==> src/rtl/morse_pkg.sv <==
// -----------------------------------------------------------------------------
// morse_pkg
//   Shared types and constants for the Morse receive path.
//   - state_t            : decoder FSM states
//   - *_UNITS            : timing thresholds in Morse units
//   - MAX_ELEMENTS       : element buffer depth
//   - ASCII_UNKNOWN/SPACE: special output characters
// -----------------------------------------------------------------------------
package morse_pkg;

    typedef enum logic [1:0] {
        IDLE = 2'd0,
        MARK = 2'd1,
        GAP  = 2'd2
    } state_t;

    // A mark lasting at least this many whole units is a dash.
    localparam logic [2:0] DASH_UNITS       = 3'd2;
    // Silence of this many units ends a letter.
    localparam logic [2:0] LETTER_GAP_UNITS = 3'd2;
    // Silence of this many units ends a word.
    localparam logic [2:0] WORD_GAP_UNITS   = 3'd5;
    // Longest pattern the buffer holds (digits are 5, margin of one).
    localparam logic [2:0] MAX_ELEMENTS     = 3'd6;

    localparam logic [7:0] ASCII_UNKNOWN    = 8'h3F;
    localparam logic [7:0] ASCII_SPACE      = 8'h20;

endpackage : morse_pkg

==> src/rtl/morse_lut.sv <==
// -----------------------------------------------------------------------------
// morse_lut
//   Purely combinational Morse pattern to ASCII lookup.
//   Patterns are stored LSB-aligned: the first element sits at pat[len-1],
//   dot = 0, dash = 1, and bits above len-1 are zero.
// Ports
//   len   in  3  number of elements in the pattern (0..6)
//   pat   in  6  element bits
//   hit   out 1  pattern is a known letter or digit
//   ascii out 8  decoded character (8'h00 when hit = 0)
// -----------------------------------------------------------------------------
module morse_lut (
    input  logic [2:0] len,
    input  logic [5:0] pat,
    output logic       hit,
    output logic [7:0] ascii
);

    always_comb begin
        hit   = 1'b1;
        ascii = 8'h00;
        case ({len, pat})
            // one element
            {3'd1, 6'b000000}: ascii = 8'h45; // E .
            {3'd1, 6'b000001}: ascii = 8'h54; // T -
            // two elements
            {3'd2, 6'b000001}: ascii = 8'h41; // A .-
            {3'd2, 6'b000000}: ascii = 8'h49; // I ..
            {3'd2, 6'b000011}: ascii = 8'h4D; // M --
            {3'd2, 6'b000010}: ascii = 8'h4E; // N -.
            // three elements
            {3'd3, 6'b000100}: ascii = 8'h44; // D -..
            {3'd3, 6'b000110}: ascii = 8'h47; // G --.
            {3'd3, 6'b000101}: ascii = 8'h4B; // K -.-
            {3'd3, 6'b000111}: ascii = 8'h4F; // O ---
            {3'd3, 6'b000010}: ascii = 8'h52; // R .-.
            {3'd3, 6'b000000}: ascii = 8'h53; // S ...
            {3'd3, 6'b000001}: ascii = 8'h55; // U ..-
            {3'd3, 6'b000011}: ascii = 8'h57; // W .--
            // four elements
            {3'd4, 6'b001000}: ascii = 8'h42; // B -...
            {3'd4, 6'b001010}: ascii = 8'h43; // C -.-.
            {3'd4, 6'b000010}: ascii = 8'h46; // F ..-.
            {3'd4, 6'b000000}: ascii = 8'h48; // H ....
            {3'd4, 6'b000111}: ascii = 8'h4A; // J .---
            {3'd4, 6'b000100}: ascii = 8'h4C; // L .-..
            {3'd4, 6'b000110}: ascii = 8'h50; // P .--.
            {3'd4, 6'b001101}: ascii = 8'h51; // Q --.-
            {3'd4, 6'b000001}: ascii = 8'h56; // V ...-
            {3'd4, 6'b001001}: ascii = 8'h58; // X -..-
            {3'd4, 6'b001011}: ascii = 8'h59; // Y -.--
            {3'd4, 6'b001100}: ascii = 8'h5A; // Z --..
            // five elements: digits
            {3'd5, 6'b011111}: ascii = 8'h30; // 0 -----
            {3'd5, 6'b001111}: ascii = 8'h31; // 1 .----
            {3'd5, 6'b000111}: ascii = 8'h32; // 2 ..---
            {3'd5, 6'b000011}: ascii = 8'h33; // 3 ...--
            {3'd5, 6'b000001}: ascii = 8'h34; // 4 ....-
            {3'd5, 6'b000000}: ascii = 8'h35; // 5 .....
            {3'd5, 6'b010000}: ascii = 8'h36; // 6 -....
            {3'd5, 6'b011000}: ascii = 8'h37; // 7 --...
            {3'd5, 6'b011100}: ascii = 8'h38; // 8 ---..
            {3'd5, 6'b011110}: ascii = 8'h39; // 9 ----.
            default: begin
                hit   = 1'b0;
                ascii = 8'h00;
            end
        endcase
    end

endmodule : morse_lut

==> src/rtl/morse_decoder.sv <==
// -----------------------------------------------------------------------------
// morse_decoder
//   Decodes an on-off keyed Morse line into ASCII characters.
//   Input is synchronized (2 flops) and edge detected; a prescaler produces
//   unit ticks that advance a saturating unit counter, cleared on every edge.
//   Mark length classifies dot/dash, gap length ends letters and words.
//
//   Output handshake: char_valid is a one-cycle strobe with char_data valid in
//   the same cycle; the consumer has no ready and must take every strobe.
//   char_data holds its last value between strobes.
//
// Parameters
//   UNIT_CYCLES  clock cycles per Morse unit (dot length), must be >= 2
// Ports
//   clk         in  1  system clock
//   rst_n       in  1  asynchronous active-low reset
//   morse_in    in  1  keyed line, asynchronous, 1 = mark
//   char_data   out 8  decoded character
//   char_valid  out 1  one-cycle strobe per character
//   busy        out 1  letter reception in progress (MARK or GAP)
//
// Configuration
//   MORSE_WORD_SPACE_EN : when defined, a word gap following at least one
//   letter emits a single space character (8'h20).
//
// The current FSM state is available as the internal signal `state` for
// hierarchical observation.
// -----------------------------------------------------------------------------
module morse_decoder
    import morse_pkg::*;
#(
    parameter logic [23:0] UNIT_CYCLES = 24'd10_000_000
) (
    input  logic       clk,
    input  logic       rst_n,
    input  logic       morse_in,
    output logic [7:0] char_data,
    output logic       char_valid,
    output logic       busy
);

    localparam logic [23:0] PRESCALE_MAX = UNIT_CYCLES - 24'd1;

    // ---------------------------------------------------------------- sync
    logic sync_1, sync_2, sync_prev;
    logic rise, fall, any_edge;

    always_ff @(posedge clk or negedge rst_n) begin
        if (!rst_n) begin
            sync_1    <= 1'b0;
            sync_2    <= 1'b0;
            sync_prev <= 1'b0;
        end else begin
            sync_1    <= morse_in;
            sync_2    <= sync_1;
            sync_prev <= sync_2;
        end
    end

    assign rise     = sync_2 & ~sync_prev;
    assign fall     = ~sync_2 & sync_prev;
    assign any_edge = rise | fall;

    // ------------------------------------------------------------ counters
    logic [23:0] prescale;
    logic [2:0]  unit_cnt;
    logic        unit_tick;
    logic        letter_thresh;
    logic        word_thresh;

    assign unit_tick = (prescale == PRESCALE_MAX);

    always_ff @(posedge clk or negedge rst_n) begin
        if (!rst_n) begin
            prescale <= 24'd0;
            unit_cnt <= 3'd0;
        end else if (any_edge) begin
            prescale <= 24'd0;
            unit_cnt <= 3'd0;
        end else if (unit_tick) begin
            prescale <= 24'd0;
            if (unit_cnt != 3'd7) begin
                unit_cnt <= unit_cnt + 3'd1;
            end
        end else begin
            prescale <= prescale + 24'd1;
        end
    end

    // Threshold cycles: the tick that moves unit_cnt onto the threshold value.
    assign letter_thresh = unit_tick && (unit_cnt == LETTER_GAP_UNITS - 3'd1);
    assign word_thresh   = unit_tick && (unit_cnt == WORD_GAP_UNITS - 3'd1);

    // ------------------------------------------------------------- buffer
    logic [2:0] len;
    logic [5:0] pat;
    logic       ovf;
    logic       is_dash;
    logic       lut_hit;
    logic [7:0] lut_ascii;

    assign is_dash = (unit_cnt >= DASH_UNITS);

    morse_lut u_lut (
        .len   (len),
        .pat   (pat),
        .hit   (lut_hit),
        .ascii (lut_ascii)
    );

    // ---------------------------------------------------------------- FSM
    state_t state, state_next;
    logic   append;
    logic   emit_letter;
    logic   emit_space;

`ifdef MORSE_WORD_SPACE_EN
    logic letter_since_space;
`endif

    always_ff @(posedge clk or negedge rst_n) begin
        if (!rst_n) begin
            state <= IDLE;
        end else begin
            state <= state_next;
        end
    end

    always_comb begin
        state_next  = state;
        append      = 1'b0;
        emit_letter = 1'b0;
        emit_space  = 1'b0;
        case (state)
            IDLE: begin
                if (rise) begin
                    state_next = MARK;
                end
            end
            MARK: begin
                if (fall) begin
                    state_next = GAP;
                    append     = 1'b1;
                end
            end
            GAP: begin
                // A rising edge beats a coincident threshold: the new element
                // belongs to the current letter.
                if (rise) begin
                    state_next = MARK;
                end else if (letter_thresh && (len != 3'd0)) begin
                    emit_letter = 1'b1;
                end else if (word_thresh) begin
                    state_next = IDLE;
`ifdef MORSE_WORD_SPACE_EN
                    emit_space = letter_since_space;
`endif
                end
            end
            default: begin
                state_next = IDLE;
            end
        endcase
    end

    assign busy = (state != IDLE);

    always_ff @(posedge clk or negedge rst_n) begin
        if (!rst_n) begin
            len <= 3'd0;
            pat <= 6'd0;
            ovf <= 1'b0;
        end else if (emit_letter) begin
            len <= 3'd0;
            pat <= 6'd0;
            ovf <= 1'b0;
        end else if (append) begin
            if (len == MAX_ELEMENTS) begin
                // Too many elements: remember it, keep the buffer as is.
                ovf <= 1'b1;
            end else begin
                len <= len + 3'd1;
                pat <= {pat[4:0], is_dash};
            end
        end
    end

`ifdef MORSE_WORD_SPACE_EN
    always_ff @(posedge clk or negedge rst_n) begin
        if (!rst_n) begin
            letter_since_space <= 1'b0;
        end else if (emit_letter) begin
            letter_since_space <= 1'b1;
        end else if (emit_space) begin
            letter_since_space <= 1'b0;
        end
    end
`endif

    // -------------------------------------------------------------- output
    always_ff @(posedge clk or negedge rst_n) begin
        if (!rst_n) begin
            char_data  <= 8'h00;
            char_valid <= 1'b0;
        end else begin
            char_valid <= emit_letter | emit_space;
            if (emit_letter) begin
                char_data <= (ovf || !lut_hit) ? ASCII_UNKNOWN : lut_ascii;
            end else if (emit_space) begin
                char_data <= ASCII_SPACE;
            end
        end
    end

endmodule : morse_decoder
==> config.mk <==
export PLATFORM = sky130hd
export DESIGN_NAME = morse_decoder
export DESIGN_NICKNAME = d
export VERILOG_FILES = /design/src/rtl/morse_pkg.sv /design/src/rtl/morse_lut.sv /design/src/rtl/morse_decoder.sv
export SDC_FILE = /design/constraint.sdc
export NUM_CORES = 1
export LEC_CHECK = 0
export BUFFER_PORTS_ARGS = -buffer_cell sky130_fd_sc_hd__buf_2
export CORE_MARGIN = 1
export CORE_UTILIZATION = 45
export DETAILED_ROUTE_END_ITERATION = 10
export PLACE_DENSITY = 0.73
export SYNTH_ARGS = -nofsm -noshare
export SYNTH_HDL_FRONTEND = slang
export SYNTH_SLANG_ARGS = --single-unit
==> constraint.sdc <==
create_clock -name clk -period 2 [get_ports clk]
set_clock_uncertainty 0.1 [all_clocks]
set_input_delay 0.6 -clock clk [delete_from_list [all_inputs] [get_ports clk]]
set_output_delay 0.6 -clock clk [all_outputs]
set_load 0.01 [all_outputs]
==> summary.txt <==
Run status
  – Run status: finished with violations
  – Failing checks: setup timing

Min path
  – HP Class: primary input to async pin

Placement
  – Cells after DPL: between 400 and 500
  – DP Wirelength: between 5000 and 6000 um
  – Worst Setup Slack post-DPL: -0.198 ns
  – DP Area: 0.00362 mm2
  – Routability cong.: around 0.9
  – Port Buf Inserts: 11

Final layout
  – Final Net Count: approximately 430
  – Synth-to-Final Area Change: 30.4%
  – Non-filler cells, final: about 490
  – Fin util: 61.6%
  – Layout cell share with drive strength beyond 1: between 30% and 40%
  – Final instance area: around 0.0040 mm2
  – Most frequent cells in the layout: buf_4 (65), dfrtp_1 (50), nor2_1 (48)
  – Inserted Diodes: 0
  – Most common cell after layout, fill and taps aside: buf_4

Clock tree
  – CTS H-tree lvls: 2
  – Clock Sinks: 50
  – CTS tree: yes
  – CTS root buf: clkbuf_8
  – Clock-pin slew on the worst setup and hold paths: ~0.09 ns
  – Inserted Clock Buffers: 5
  – Skew-Pair Late Insertion Delay: between 0.3 and 0.4 ns
  – Clk buf depth: 2
  – # hold bufs at CTS: 0

Flow run
  – Max cap viols: 0

Synthesis
  – Synth area leaders: dfrtp_1 (41%), nor2_1 (6.4%), ha_1 (5.0%)
  – Netlist cell types: between 50 and 60
  – Syn nets: between 300 and 400
  – Yosys top cell area share: between 40% and 50%
  – Post-synthesis cell area: a little over 0.003 mm2
  – #FFs+latches synth: 50
  – Async S/R FF share, synth: between 90% and 100%
  – Register area share after synthesis: 41.3%
  – Mean area per synthesized cell: approximately 8.8 um2
  – Syn Inst Count: 345
  – Synth Flop Type: dfrtp_1
  – Post-synth EDFFs: 0
  – Synth warn: 0
  – Area leader, netlist: dfrtp_1

Die
  – Full die area: around 0.0071 mm2
  – Row count: 29
  – Initial Utilization: 47.2%
  – Top Ports: 13
  – Placeable Area: ~0.0064 mm2
  – DIE WIDTH: between 80 and 90 um
  – Die Ht: 84.1 um

STA
  – Crit share post-route: 109%
  – Final Hold Viols: 0
  – Setup TNS: -2.23 ns
  – Max Clk Rate: around 460 MHz
  – Setup WS post-layout: -0.189 ns
  – Final setup viols: 18
  – Final worst path period need: 2.19 ns
  – RSZ-0062 raised after global routing: true
  – Final-report max-slew violation count: 0

Power
  – Leakage: around 1.7 nW
  – Logic pwr share: about two fifths
  – PwrDens: ~840 mW/mm2
  – Sw Share: 31.0%
  – Sequential power share: 33.6%
  – Worst VDD drop: ~0.54 mV
  – Power Internal: around 0.0023 W
  – Psw: slightly above 0.001 W
  – Clock network power share: a little over a quarter

Worst setup path
  – Crit Path Category: flop to flop
  – Worst path cell trace: ha_4, or3b_1, or4b_4, nor2_4, mux2_2
  – Slowest-stage cell, CP: or4b_4
  – Crit Path Max Fanout: 6
  – Slowest Stage Delay on Critical Path: roughly 0.52 ns
  – Reg2Reg Depth: 5
  – CP endpoint kind: flop
  – Critical path required time: roughly 2.1 ns
  – Startpoint types: flop
  – WP data arrival: about 2.3 ns

Drt
  – Initial drt markers: 102
  – DRT Wirelength: approximately 7000 um
  – Vias: between 2000 and 3000
  – Antenna-violating nets left: 0
  – Vias/cell: 5.52
  – DRC violations left: 0
  – WL/cell: roughly 15 um
  – First drt pass iteration count: 4

GRT
  – Tot GR Track Use: 21.0%
  – First-pass GRT wire length: around 12000 um
  – Initial antenna violation count: 0
  – Vias in the first global route: 2621
  – Largest net degree at the start of global routing: 23
  – Global route overflow: 0
==> cell usage after synthesis, drive strengths merged, types with 3 or more instances <==
cell / number
mux2: 3
o21ai: 7
or3: 4
ha: 12
nor2: 53
xnor2: 16
nand2b: 8
and4: 3
dfrtp: 50
or2: 3
buf: 10
mux2i: 4
nor3: 7
inv: 15
clkbuf: 9
nor2b: 5
xor2: 8
o32ai: 3
a31oi: 3
nand3: 20
nand2: 26
nor4: 7
and2: 4
nand4: 5
a21oi: 25
==> state kept, by name (all words and copies together), names as in the netlist <==
register and count:
char_valid 1, len 3, pat 6, char_data 7
state 2, ovf 1, sync_2 1, sync_1 1
sync_prev 1, unit_cnt 3, prescale 24
==> routing by layer <==
layer  wire, um  track usage (%)  vias to the layer above  share of wire (%)
met4        115             7.05                        0                1.6
met1       3180             27.1                     1298                 44
met3        310             3.36                       12                4.3
li1           -                -                     1330                  -
met5          0                0                        -                  0
met2       3540             36.0                       57                 50
==> path summary, 6_finish.rpt <==
path                             startpoint                        to  slack, ns
setup / recovery           sync_2$_DFF_PN0_  char_data[6]$_DFFE_PN0P_      -0.19
hold / removal                        rst_n     prescale[6]$_DFF_PN0_       0.14
setup reg to reg           sync_2$_DFF_PN0_  char_data[6]$_DFFE_PN0P_      -0.19
hold reg to reg            sync_1$_DFF_PN0_          sync_2$_DFF_PN0_       0.26
max in group asynchronous             rst_n    prescale[17]$_DFF_PN0_       1.15
min in group clk           sync_1$_DFF_PN0_          sync_2$_DFF_PN0_       0.26
==> worst max-delay path: cells and delay by family (launching register included) <==
family | cells | cell delay (ns)
and+or+nand+nor | 3 | 1.05
DFF | 1 | 0.42
muxes | 1 | 0.35
adders and majority gates | 1 | 0.17
==> logic make-up (layout without fill, tap and decap cells) <==
family                     Yosys count  after routing  synth area share [%]
muxes                                7              7                  2.43
DFF                                 50             50                  41.3
buffers and inverters               35            102                  4.75
xor gates and xnor gates            24             24                  6.93
adders and majority gates           12             12                  4.95
AOI/OAI and AO/OA                   57             57                  12.2
other                                1              1                 0.124
and+or+nand+nor                    159            159                  27.3
==> power by group through the flow <==
stage	Sequential (W)	Clock, W	Combinational [W]
floorplan	0.00113	0	0.000602
global placement	0.00113	0	0.00110
detailed placement	0.00113	0	0.00111
CTS	0.00111	0.000881	0.00120
global route	0.00113	0.000922	0.00146
finish	0.00112	0.000867	0.00135
==> area by class of cell <==
| class | instances | area [um2] |
|---|---|---|
| fill | 504 | 2470 |
| multi-input combinational | 260 | 1820 |
| sequential | 50 | 1250 |
| timing repair buffer | 78 | 583 |
| tap | 77 | 96.3 |
| clock buffer | 6 | 82.6 |
| clock inverter | 2 | 60.1 |
| inverter | 16 | 60.1 |
==> through the flow <==
stage,hold slack (ns),total power (W)
after floorplan,0.204,0.00173
after global placement,0.233,0.00223
after detailed placement,0.247,0.00224
after CTS,0.145,0.00319
after global routing,0.174,0.00351
final,0.139,0.00333
==> repair_timing <==
| item | in CTS | in global routing |
|---|---|---|
| setup buffers | 4 | 3 |
| gates resized for setup | 7 | 22 |
| setup endpoints to repair | 22 | 26 |
| pin swaps | 7 | 5 |
| endpoints found under the hold margin | 0 | 0 |
No activity file was read; power rests on OpenSTA's default activity.
